==> src/rtl/execute_stage.sv <==
//------------------------------------------------------------------------------
// Module      : execute_stage
// Description : Single-cycle integer execute stage (RV32I ALU, branches, jumps,
//               address generation) with registered results and a one-cycle
//               branch redirect pulse. Define EXECUTE_STAGE_MUL_EN to add an
//               iterative 32-cycle shift-add RV32M MUL unit that stalls
//               upstream while it runs.
// Revision    : 1.0 - initial release
//------------------------------------------------------------------------------
`default_nettype none

module execute_stage (
  input  logic        clk,
  input  logic        rst,
  input  logic [31:0] ins,
  input  logic [31:0] pc,
  input  logic [31:0] op_a,
  input  logic [31:0] op_b,
  input  logic [31:0] imm,
  output logic [31:0] alu_out,
  output logic        alu_reg_w_en,
  output logic [4:0]  alu_rd,
  output logic        br_ctrl,
  output logic [31:0] br_target,
  output logic        stall
);

  localparam logic [6:0] c_OP_R      = 7'b0110011;
  localparam logic [6:0] c_OP_I      = 7'b0010011;
  localparam logic [6:0] c_OP_LUI    = 7'b0110111;
  localparam logic [6:0] c_OP_AUIPC  = 7'b0010111;
  localparam logic [6:0] c_OP_JAL    = 7'b1101111;
  localparam logic [6:0] c_OP_JALR   = 7'b1100111;
  localparam logic [6:0] c_OP_LOAD   = 7'b0000011;
  localparam logic [6:0] c_OP_STORE  = 7'b0100011;
  localparam logic [6:0] c_OP_BRANCH = 7'b1100011;
  localparam logic [6:0] c_F7_M      = 7'b0000001;

  logic [31:0] r_alu_out;
  logic        r_we;
  logic [4:0]  r_rd;
  logic        r_br;
  logic [31:0] r_tgt;

  logic [6:0]  w_opcode;
  logic [2:0]  w_f3;
  logic [6:0]  w_f7;
  logic [4:0]  w_rd;
  logic        w_squash;
  logic        w_is_m;
  logic [31:0] w_alu_b;
  logic [4:0]  w_shamt;
  logic [31:0] w_alu;
  logic [31:0] w_result;
  logic        w_wen;
  logic        w_take;
  logic [31:0] w_tgt;
  logic        w_mul_done;
  logic [31:0] w_mul_sum;
  logic        w_unused;

  assign w_opcode = ins[6:0];
  assign w_f3     = ins[14:12];
  assign w_f7     = ins[31:25];
  assign w_rd     = ins[11:7];
  // The instruction behind a redirect is on the wrong path.
  assign w_squash = r_br;
  assign w_is_m   = (w_opcode == c_OP_R) && (w_f7 == c_F7_M);
  assign w_alu_b  = (w_opcode == c_OP_R) ? op_b : imm;
  assign w_shamt  = w_alu_b[4:0];
  // Register source indices are resolved upstream.
  assign w_unused = ^ins[24:15];

  // Integer ALU shared by R-type and I-type
  always_comb begin
    w_alu = 32'd0;
    case (w_f3)
      3'b000:  w_alu = ((w_opcode == c_OP_R) && ins[30]) ? (op_a - w_alu_b) : (op_a + w_alu_b);
      3'b001:  w_alu = op_a << w_shamt;
      3'b010:  w_alu = {31'd0, $signed(op_a) < $signed(w_alu_b)};
      3'b011:  w_alu = {31'd0, op_a < w_alu_b};
      3'b100:  w_alu = op_a ^ w_alu_b;
      3'b101:  w_alu = ins[30] ? 32'($signed(op_a) >>> w_shamt) : (op_a >> w_shamt);
      3'b110:  w_alu = op_a | w_alu_b;
      default: w_alu = op_a & w_alu_b;
    endcase
  end

  // Opcode decode: result, writeback enable and redirect decision
  always_comb begin
    w_result = 32'd0;
    w_wen    = 1'b0;
    w_take   = 1'b0;
    w_tgt    = pc + imm;
    case (w_opcode)
      c_OP_R: begin
        if (!w_is_m) begin
          w_result = w_alu;
          w_wen    = 1'b1;
        end
      end
      c_OP_I: begin
        w_result = w_alu;
        w_wen    = 1'b1;
      end
      c_OP_LUI: begin
        w_result = imm;
        w_wen    = 1'b1;
      end
      c_OP_AUIPC: begin
        w_result = pc + imm;
        w_wen    = 1'b1;
      end
      c_OP_JAL: begin
        w_result = pc + 32'd4;
        w_wen    = 1'b1;
        w_take   = 1'b1;
      end
      c_OP_JALR: begin
        w_result = pc + 32'd4;
        w_wen    = 1'b1;
        w_take   = 1'b1;
        w_tgt    = (op_a + imm) & ~32'd1;
      end
      c_OP_LOAD, c_OP_STORE: begin
        w_result = op_a + imm;
      end
      c_OP_BRANCH: begin
        case (w_f3)
          3'b000:  w_take = (op_a == op_b);
          3'b001:  w_take = (op_a != op_b);
          3'b100:  w_take = ($signed(op_a) <  $signed(op_b));
          3'b101:  w_take = ($signed(op_a) >= $signed(op_b));
          3'b110:  w_take = (op_a <  op_b);
          3'b111:  w_take = (op_a >= op_b);
          default: w_take = 1'b0;
        endcase
      end
      default: begin
        w_result = 32'd0;
      end
    endcase
    w_wen = w_wen && (w_rd != 5'd0);
    if (w_squash) begin
      w_result = 32'd0;
      w_wen    = 1'b0;
      w_take   = 1'b0;
    end
  end

`ifdef EXECUTE_STAGE_MUL_EN
  typedef enum logic [0:0] {
    S_IDLE = 1'b0,
    S_BUSY = 1'b1
  } mul_state_t;

  mul_state_t  r_state;
  mul_state_t  w_state_nxt;
  logic [4:0]  r_cnt;
  logic [31:0] r_acc;
  logic [31:0] r_mcand;
  logic [31:0] r_mplier;
  logic        w_mul_go;

  // A squashed MUL never starts, so it must not hold the pipe either.
  assign w_mul_go   = w_is_m && (w_f3 == 3'b000) && !w_squash;
  assign w_mul_done = (r_state == S_BUSY) && (r_cnt == 5'd31);
  // Final partial product folds in on the completing edge.
  assign w_mul_sum  = r_acc + (r_mplier[0] ? r_mcand : 32'd0);

  // MUL state register
  always_ff @(posedge clk) begin
    if (rst) r_state <= S_IDLE;
    else     r_state <= w_state_nxt;
  end

  // MUL next state and pipeline stall
  always_comb begin
    w_state_nxt = r_state;
    stall       = w_mul_go && !w_mul_done;
    case (r_state)
      S_IDLE:  if (w_mul_go) w_state_nxt = S_BUSY;
      S_BUSY:  if (r_cnt == 5'd31) w_state_nxt = S_IDLE;
      default: w_state_nxt = S_IDLE;
    endcase
  end

  // Shift-add datapath: latch on start, one multiplier bit per busy edge
  always_ff @(posedge clk) begin
    if (rst) begin
      r_cnt    <= 5'd0;
      r_acc    <= 32'd0;
      r_mcand  <= 32'd0;
      r_mplier <= 32'd0;
    end else if ((r_state == S_IDLE) && w_mul_go) begin
      r_cnt    <= 5'd0;
      r_acc    <= 32'd0;
      r_mcand  <= op_a;
      r_mplier <= op_b;
    end else if (r_state == S_BUSY) begin
      r_cnt    <= r_cnt + 5'd1;
      r_acc    <= w_mul_sum;
      r_mcand  <= r_mcand << 1;
      r_mplier <= r_mplier >> 1;
    end
  end
`else
  assign stall      = 1'b0;
  assign w_mul_done = 1'b0;
  assign w_mul_sum  = 32'd0;
`endif

  // Output registers: hold quiet while stalled, commit MUL or ALU result
  always_ff @(posedge clk) begin
    if (rst) begin
      r_alu_out <= 32'd0;
      r_we      <= 1'b0;
      r_rd      <= 5'd0;
      r_br      <= 1'b0;
      r_tgt     <= 32'd0;
    end else if (stall) begin
      r_we      <= 1'b0;
      r_br      <= 1'b0;
    end else if (w_mul_done) begin
      r_alu_out <= w_mul_sum;
      r_we      <= (w_rd != 5'd0);
      r_rd      <= w_rd;
      r_br      <= 1'b0;
    end else begin
      r_alu_out <= w_result;
      r_we      <= w_wen;
      r_rd      <= w_rd;
      r_br      <= w_take;
      r_tgt     <= w_tgt;
    end
  end

  assign alu_out      = r_alu_out;
  assign alu_reg_w_en = r_we;
  assign alu_rd       = r_rd;
  assign br_ctrl      = r_br;
  assign br_target    = r_tgt;

endmodule

`default_nettype wire

==> config.mk <==
export PLATFORM = sky130hd
export DESIGN_NAME = execute_stage
export DESIGN_NICKNAME = d
export VERILOG_FILES = /design/src/rtl/execute_stage.sv
export SDC_FILE = /design/constraint.sdc
export NUM_CORES = 1
export LEC_CHECK = 0
export BUFFER_PORTS_ARGS = -buffer_cell sky130_fd_sc_hd__buf_2
export CAP_MARGIN = 20
export CORE_MARGIN = 3
export CORE_UTILIZATION = 30
export CTS_BUF_LIST = sky130_fd_sc_hd__clkbuf_4 sky130_fd_sc_hd__clkbuf_8
export CTS_CLUSTER_DIAMETER = 150
export DETAILED_ROUTE_END_ITERATION = 16
export PLACE_DENSITY = 0.46
export SYNTH_ARGS = -nofsm -noshare
export SYNTH_HDL_FRONTEND = slang
export SYNTH_SLANG_ARGS = --single-unit
==> constraint.sdc <==
create_clock -name clk -period 11.93 [get_ports clk]
set_input_delay 2.386 -clock clk [delete_from_list [all_inputs] [get_ports clk]]
set_output_delay 2.386 -clock clk [all_outputs]
set_load 0.05 [all_outputs]
Word level (Yosys, flattened, before mapping). Index checks and enable logic that the tools add are counted.

Register bits: 71. Latch bits: 0. RAM bits: 0. ROM bits: 0. Input bits: 162. Output and inout port bits: 72. Logic and storage cells: 63. Memories kept: 0.

Add/subtract/negate cells: 5. Multipliers: 0. Divide/modulo/power cells: 0. Magnitude comparators: 6. Eq/ne operators: 19. Shifts and indexed selects: 3. Muxes and demuxes: 11. Bitwise logic cells: 3. Reductions and logical operators: 10.

Operator list (count): $pmux W32 S7 (1); $pmux W32 S6 (1); $mux W32 (5); $lt A32 B32 Y1 (4); $add A32 B32 Y32 (3); $ge A32 B32 Y1 (2); $add A32 B3 Y32 const B (1); $and A32 B32 Y32 (1); $eq A32 B32 Y1 (1); $ne A32 B32 Y1 (1); $or A32 B32 Y32 (1); $shl A32 B5 Y32 (1); $shr A32 B5 Y32 (1); $sshr A32 B5 Y32 (1); $sub A32 B32 Y32 (1); $xor A32 B32 Y32 (1); $eq A7 B6 Y1 const B (3); $eq A7 B7 Y1 const B (3); $eq A7 B5 Y1 const B (2); $eq A3 B3 Y1 const B (4); $reduce_or A2 Y1 (4); $eq A7 B1 Y1 const B (1); $eq A7 B2 Y1 const B (1); $eq A3 B2 Y1 const B (2); other kinds (8) (11).

Longest topological paths before layout. Gate-level depths: netlist (run 1).

Depth in word-level cells: 7. Depth in mapped cells: 22. Gate-level depth less buffers: 17.

Worst setup path after synthesis (run 1). No wires, ideal clock.

Path kind: input to register. Start: in ins[4]. End: reg r_alu_out[30], in the netlist alu_out[30]. Library setup time: 0.081 ns. Arrival: 6.599 ns. Required time: 11.849 ns. Slack: 5.250 ns. Stages on the path: 20. Path buffers: 4. Cells stage by stage: buf_4 > nand3b_4 > o21ai_1 > nand2_2 > buf_2 > buf_2 > clkbuf_1 > ha_1 > fa_1 > a21o_1 > a221oi_1 > o21ai_1 > a2111oi_0 > o41a_1 > o211ai_1 > a221oi_1 > a21oi_1 > xor2_1 > nand2_1 > a41oi_1.

Cells in the longest elaborated chain, start to end: 7. Elaborated cells on any way between the ends: 26. Classes of those cells: 2 x add/sub; 8 x eq/ne; 3 x shift; 6 x mux; 3 x bitwise; 4 x reduce/logical.

RTL lines: start: declaration (line 15) `input logic [31:0] ins,`; $eq A7 B6 Y1; $mux W32 (line 69) `assign w_alu_b = (w_opcode == c_OP_R) ? op_b : imm;`; $add A32 B32 Y32 (tied with other cells) (line 78) `3'b000: w_alu = ((w_opcode == c_OP_R) && ins[30]) ? (op_a - w_alu_b) : (op_a + w_alu_b);`; $mux W32, on equally long branches (line 78, 83); $pmux W32 S7 (line 77) `case (w_f3)`; $mux W32 (line 97) `if (!w_is_m) begin`; $pmux W32 S6 * (line 95) `case (w_opcode)`; end signal: assignment (line 225) `r_alu_out <= w_mul_sum;`; end signal: assignment (line 230) `r_alu_out <= w_result;`; end: declaration (line 39) `logic [31:0] r_alu_out;`.

Mark *: on every way between the ends. The rest lies on a longest branch, timed or not. A chain may end at the register's enable or synchronous reset.

Worst setup path in the final report (run 1).
Start: in ins[5]. End: reg r_alu_out[30], in the netlist alu_out[30].

Same word-level chain as after synthesis.

==> results of run 1 <==
## cell type report
cell class                 count  area share [%]
clock buffer                   9           0.639
clock inverter                 7           0.619
inverter                     161            3.15
multi-input combinational   2190            75.9
sequential                    71            7.33
tap                          756            4.88
timing repair buffer         268            7.51
## synth_stat cells (all sizes together), types with 36 or more instances
master / count / share of area (%)
nand2: 296 / 6.4
o21ai: 249 / 7.2
a21oi: 227 / 6.6
ha: 186 / 13
nor2: 180 / 3.9
inv: 160 / 3.5
clkbuf: 114 / 2.5
nand3: 80 / 2.3
xnor2: 80 / 4.0
mux2i: 74 / 4.3
dfxtp: 71 / 8.2
nor3: 55 / 1.6
o211ai: 52 / 2.2
a211oi: 50 / 2.2
buf: 50 / 1.6
a21o: 49 / 2.1
a31oi: 41 / 1.6
nand2b: 41 / 1.5
xor2: 36 / 1.8
## layer usage
metal	vias to the layer above	wire, microns	GRT usage (%)
met4	2	4380	12.7
li1	9820	-	-
met1	10200	42700	41.1
met5	-	13	0
met2	929	44500	50.6
met3	160	6140	4.10
## worst max path at each step
stage	startpoint	to	slack [ns]	depth (start not counted)
floorplan	ins[4]	alu_out[30]	5.25	20
global placement	ins[5]	alu_out[30]	3.90	19
detailed placement	ins[5]	alu_out[30]	3.87	19
CTS	ins[5]	alu_out[30]	4.34	19
global route	ins[5]	alu_out[30]	3.80	19
finish	ins[5]	alu_out[30]	4.11	19
## where the power goes
group,internal [uW],total [uW],leakage (uW),switching [uW]
combinational,302,935,0.00772,633
sequential,253,257,0.000582,4.32
clock,140,266,0.000120,126
## critical path: stages
cell	delay [ns]
buf_2	0.08
buf_4	0.37
nand3b_4	0.21
o21ai_1	0.75
nand2_2	0.31
ha_1	0.33
fa_1	0.44
a21o_1	0.22
a221oi_1	0.52
o21ai_1	0.26
a2111oi_0	0.55
buf_4	0.21
o41a_1	0.28
o211ai_1	0.23
a221oi_1	0.36
a21oi_1	0.09
xor2_1	0.30
nand2_1	0.11
a41oi_1	0.18
## state kept, by name, summed over array words and instances (netlist names)
signal	count
alu_out	32
br_target	32
br_ctrl	1
alu_reg_w_en	1
alu_rd	5
## metrics by stage
stage | utilization [%] | setup slack [ns] | cells | hold slack, ns | area [sq um]
finish | 34.1 | 4.11 | 3462 | 0.882 | 19400
detailed placement | 33.6 | 3.87 | 3446 | 0.869 | 19200
global route | 34.1 | 3.80 | 3462 | 0.922 | 19400
CTS | 34.1 | 4.34 | 3462 | 0.894 | 19400
floorplan | - | 5.25 | 2586 | 0.929 | 17400
global placement | 33.6 | 3.90 | 3446 | 0.857 | 19200
## kinds of logic after synthesis
kind of cell	Yosys count	synth area share (%)
AOI/OAI and AO/OA	964	36.2
xor gates and xnor gates	116	5.84
adders and majority gates	189	13.7
buffers and inverters	325	7.55
DFF	71	8.17
muxes	93	5.88
other	1	0.0216
and+or+nand+nor	827	22.6
==> reports/metrics.cfg, run 1 <==
[synthesis]
syn_area_per_cell_sq_um = 6.73
synth-seq-cells = 71
synthFlopType = dfxtp_1
yosysWarnings = 0
synth_edf_count = 0
async_flop_share_pct = 0
yosysSeqAreaShare_pct = 8.17
syn_inst = 2586
syn_area_sq_mm = 0.0174
synth_cell_types = 94
syn_nets = 2937

[global_route]
grt_max_degree = 65
track_usage_pct = 31.0
grt.overflow.total = 0
antenna_found_initial = 2
grt_first_pass_wirelength_mm = 140
grt_pass1_vias = 20100

[worst_setup_path]
r2r_cells = 8
critPathRequiredTime_ns = 12.31
r2r_end = alu_out[14]
critPathCaptureType = flop
cp_max_fo = 30
path_class = primary input to flop
r2r_slack_ns = 9.26
start_kind = primary input
cp.arrival_ns = 8.19
r2r-start = br_ctrl

[floorplanning]
die_w_microns = 247
fp.coreArea_sq_mm = 0.0569
die_height_microns = 247
rows = 87
die-area_sq_mm = 0.0609
io_pins = 234
start_util_pct = 30.6

[timing]
min_period_ns = 7.82
slew_viol_final = 0
rsz0062_at_grt = no
fin_tns_setup_ns = 0
fmax_mhz = 128
worst_slew_pin_slew_ns = 1.16
hold_viol = 0
fin_crit_sh_pct = 65.5
report.final.setup_viol = 0
maxSlewHeadroom_pct = 20.6
clock_skew_ns = 0.0257

[layout]
nFillCells = 6340
drive_above_1_share_pct = 13.3
nets = 3052
layout.cells.most_common = nand2_1
syn2layout_area_growth_pct = 11.5
insertedDiodeCount = 0
layout_common_cells = 294 x nand2_1, 241 x o21ai_0, 226 x a21oi_1
multi_input_area_sq_mm = 0.0147
regArea_sq_mm = 0.00142

[power]
p_leak_uw = 0.00843
p_per_area_mw_per_mm2 = 75.2
power_uw = 1460
ir_worst_vdd_v = 0.0000627

[route]
via_per_inst = 6.10
post_drt_wl_per_cell_microns = 28.2
num_vias = 21100
routed_wl_mm = 97.8
drtPass1Iterations = 6
dr.first_iter.drc_count = 2261
ant_nets = 0
drc = 0

[status]
status = completed

[cts]
cts_tree = yes
worstSkewPairLatency_ns = 0.45
cts_buffer_depth = 2
cts_resized = 0
cts_sinks = 71
cts_max_level = 3
holdBufCountCts = 0
postCtsSetupBuffers = 0
cts_made_buffers = 9
cts.clk_slew.worst_paths_ns = 0.12
root_buffer = clkbuf_8

[min_path]
min_to = br_ctrl
hold_path_class = flop to flop
hold_start = br_ctrl
min_path_cells = 3

[flow_run]
drv_cap = 0

[place]
place_congestion = 0.983
port_buffers = 222
dpl.hpwl_mm = 78.8

Note: power is estimated with default switching activity, not from simulation.
==> run 2, diff against run 1 <==
--- a/config.mk
+++ b/config.mk
@@ -12,7 +12,7 @@
 export CTS_BUF_LIST = sky130_fd_sc_hd__clkbuf_4 sky130_fd_sc_hd__clkbuf_8
 export CTS_CLUSTER_DIAMETER = 150
 export DETAILED_ROUTE_END_ITERATION = 16
-export PLACE_DENSITY = 0.46
+export PLACE_DENSITY = 0.48
 export SYNTH_ARGS = -nofsm -noshare
 export SYNTH_HDL_FRONTEND = slang
 export SYNTH_SLANG_ARGS = --single-unit
==> constraint.sdc (replaced) <==
create_clock -name clk -period 7.1 [get_ports clk]
set_input_delay 1.42 -clock clk [delete_from_list [all_inputs] [get_ports clk]]
set_output_delay 1.42 -clock clk [all_outputs]
set_load 0.05 [all_outputs]
==> run 2 against run 1 <==
  * Sequential cell count stayed put
  * Critical endpoint unchanged
  * Non-clock buffer count is 21 higher
  * Setup slack worse by 3.1 ns
  * Count of clock-buffer cells in the layout is 3 higher
  * Wire length is 0.11% higher
==> reports/metrics.cfg, run 2 (synthesis gave the netlist of run 1 again) <==
[worst_setup_path]
critPathCaptureType = flop
r2r_slack_ns = 4.49  ; -4.77 ns
r2r_end = alu_out[14]
start_kind = primary input
r2r-start = br_ctrl
path_class = primary input to flop
r2r_cells = 6  ; -2
cp.arrival_ns = 6.46  ; -1.73 ns
critPathRequiredTime_ns = 7.43  ; -4.88 ns
cp_max_fo = 15  ; -50%

[cts]
holdBufCountCts = 0  ; unchanged
cts_tree = yes
root_buffer = clkbuf_8
cts_max_level = 3  ; unchanged
cts_made_buffers = 9  ; unchanged
postCtsSetupBuffers = 0  ; unchanged
worstSkewPairLatency_ns = 0.41  ; -0.04 ns
cts_sinks = 71  ; unchanged
cts_buffer_depth = 2  ; unchanged
cts_resized = 0  ; unchanged
cts.clk_slew.worst_paths_ns = 0.09  ; -0.03 ns

[power]
p_leak_uw = 0.00852  ; +1.1%
p_comb_share_pct = 65.9  ; +1.8 points
p_switching_uw = 1270  ; +66%
p_int_uw = 1130  ; +63%
p_per_area_mw_per_mm2 = 123  ; +63%
p_clk_share_pct = 16.1  ; -2.1 points
power_uw = 2400  ; +65%
ir_worst_vdd_v = 0.0000886  ; +41%
seq_power_share_pct = 18.0  ; +0.3 points
swShare_pct = 53.0  ; +0.59 points

[layout]
fin_util_pct = 34.3  ; +0.25 points
layout.cells.most_common = nand2_1
drive_above_1_share_pct = 14.0  ; +0.63 points
layout_common_cells = 294 x nand2_1, 241 x o21ai_0, 226 x a21oi_1
nets = 3073  ; +0.69%
nFillCells = 6313  ; -0.43%
syn2layout_area_growth_pct = 12.3

[timing]
fmax_mhz = 163
fin_crit_sh_pct = 86.3
slew_viol_final = 0  ; unchanged
clock_skew_ns = 0.0187  ; -0.00699 ns
worst_slew_pin_slew_ns = 1.14  ; -0.0254 ns
maxSlewHeadroom_pct = 24.0  ; +3.4 points
hold_viol = 0  ; unchanged
report.final.setup_viol = 0  ; unchanged
min_period_ns = 6.13
rsz0062_at_grt = no
fin_tns_setup_ns = 0  ; unchanged
setup_ws_ns = 0.973  ; -3.14 ns

[floorplanning]
die_height_microns = 247  ; unchanged
die_w_microns = 247  ; unchanged
start_util_pct = 30.6  ; unchanged
rows = 87  ; unchanged
io_pins = 234  ; unchanged
die-area_sq_mm = 0.0609  ; unchanged
fp.coreArea_sq_mm = 0.0569  ; unchanged

[route]
via_per_inst = 6.17  ; +1.1%
drc = 0  ; unchanged
dr.first_iter.drc_count = 2463  ; +8.9%
drtPass1Iterations = 7  ; +1
ant_nets = 0  ; unchanged
num_vias = 21500  ; +1.9%
post_drt_wl_per_cell_microns = 28.1  ; -0.61%
routed_wl_mm = 97.9  ; +0.11%

[place]
place_congestion = 1.01  ; +3.1%
port_buffers = 222  ; unchanged
dp_slack_ns = 0.729  ; -3.14 ns
dpl.hpwl_mm = 79.9  ; +1.4%

[global_route]
grt_max_degree = 77  ; +18%
grt_pass1_vias = 20000  ; -0.90%
antenna_found_initial = 2  ; unchanged
track_usage_pct = 30.8  ; -0.22 points
grt_first_pass_wirelength_mm = 139  ; -0.55%
grt.overflow.total = 0  ; unchanged

[min_path]
min_path_cells = 3  ; unchanged
min_to = alu_reg_w_en
hold_path_class = flop to flop
hold_start = br_ctrl

[status]
status = completed

[flow_run]
drv_cap = 0  ; unchanged

==> run 2: changes by cell type in the layout (fill, tap and decap cells not counted), moves of 2 or more <==
| cell | previous run | this run |
|---|---|---|
| diode_2 | 0 | 4 |
| clkbuf_8 | 9 | 11 |
| bufinv_16 | 3 | 1 |
| buf_4 | 46 | 66 |
==> run 2: final cells by class <==
| type | instances | area, sq um | share of cell area [%] |
|---|---|---|---|
| timing repair buffer | 289 | 1630 | 8.32 |
| inverter | 161 | 611 | 3.13 |
| clock buffer | 12 | 159 | 0.813 |
| clock inverter | 4 | 52.6 | 0.269 |
| antenna | 4 | 10.0 | 0.0512 |
| multi-input combinational | 2190 | 14700 | 75.3 |
| tap | 756 | 946 | 4.84 |
| sequential | 71 | 1420 | 7.27 |
==> run 2: critical path, stage by stage <==
cell and delay (ns):
buf_2 0.16, nand4bb_4 0.40, o21ai_1 0.25, buf_4 0.22
nand2_2 0.11, ha_1 0.25, fa_1 0.44, a21o_1 0.23
a221oi_1 0.28, buf_4 0.19, o21ai_1 0.13, a2111oi_0 0.64
buf_4 0.23, o41a_1 0.28, o211ai_1 0.22, a221oi_1 0.36
a21oi_1 0.09, xor2_1 0.28, nand2_1 0.09, a41oi_1 0.17
==> run 2: worst max path at each step <==
stage / slack [ns] / to / from
2_1_floorplan: 1.39 / alu_out[30] / ins[4]
3_3_place_gp: 0.88 / alu_out[30] / ins[3]
3_5_place_dp: 0.73 / alu_out[30] / ins[4]
4_1_cts: 1.11 / alu_out[30] / ins[4]
5_1_grt: 0.70 / alu_out[30] / ins[4]
6_report: 0.97 / alu_out[30] / ins[3]
==> run 2: per-layer routing <==
metal  up-vias  track usage, %  share of wire, %
met3       184            4.53               7.9
met5         -               0             0.023
li1       9878               -                 -
met1     10300            41.0                42
met4         4            11.0               4.0
met2      1135            50.5                46
==> run 2: through the flow <==
step                hold slack [ns]  cell area [sq um]  cells
floorplan                     0.929              17400   2586
finish                        0.863              19500   3487
global placement              0.840              19300   3467
CTS                           0.855              19500   3483
global route                  0.901              19500   3483
detailed placement            0.829              19300   3467
==> run 2: power groups by stage <==
stage,logic (uW),clock network [uW],registers (uW)
2_1_floorplan,913,0,538
3_3_place_gp,1540,0,440
3_5_place_dp,1540,0,442
4_1_cts,1550,399,433
5_1_grt,1690,415,436
6_report,1580,386,432
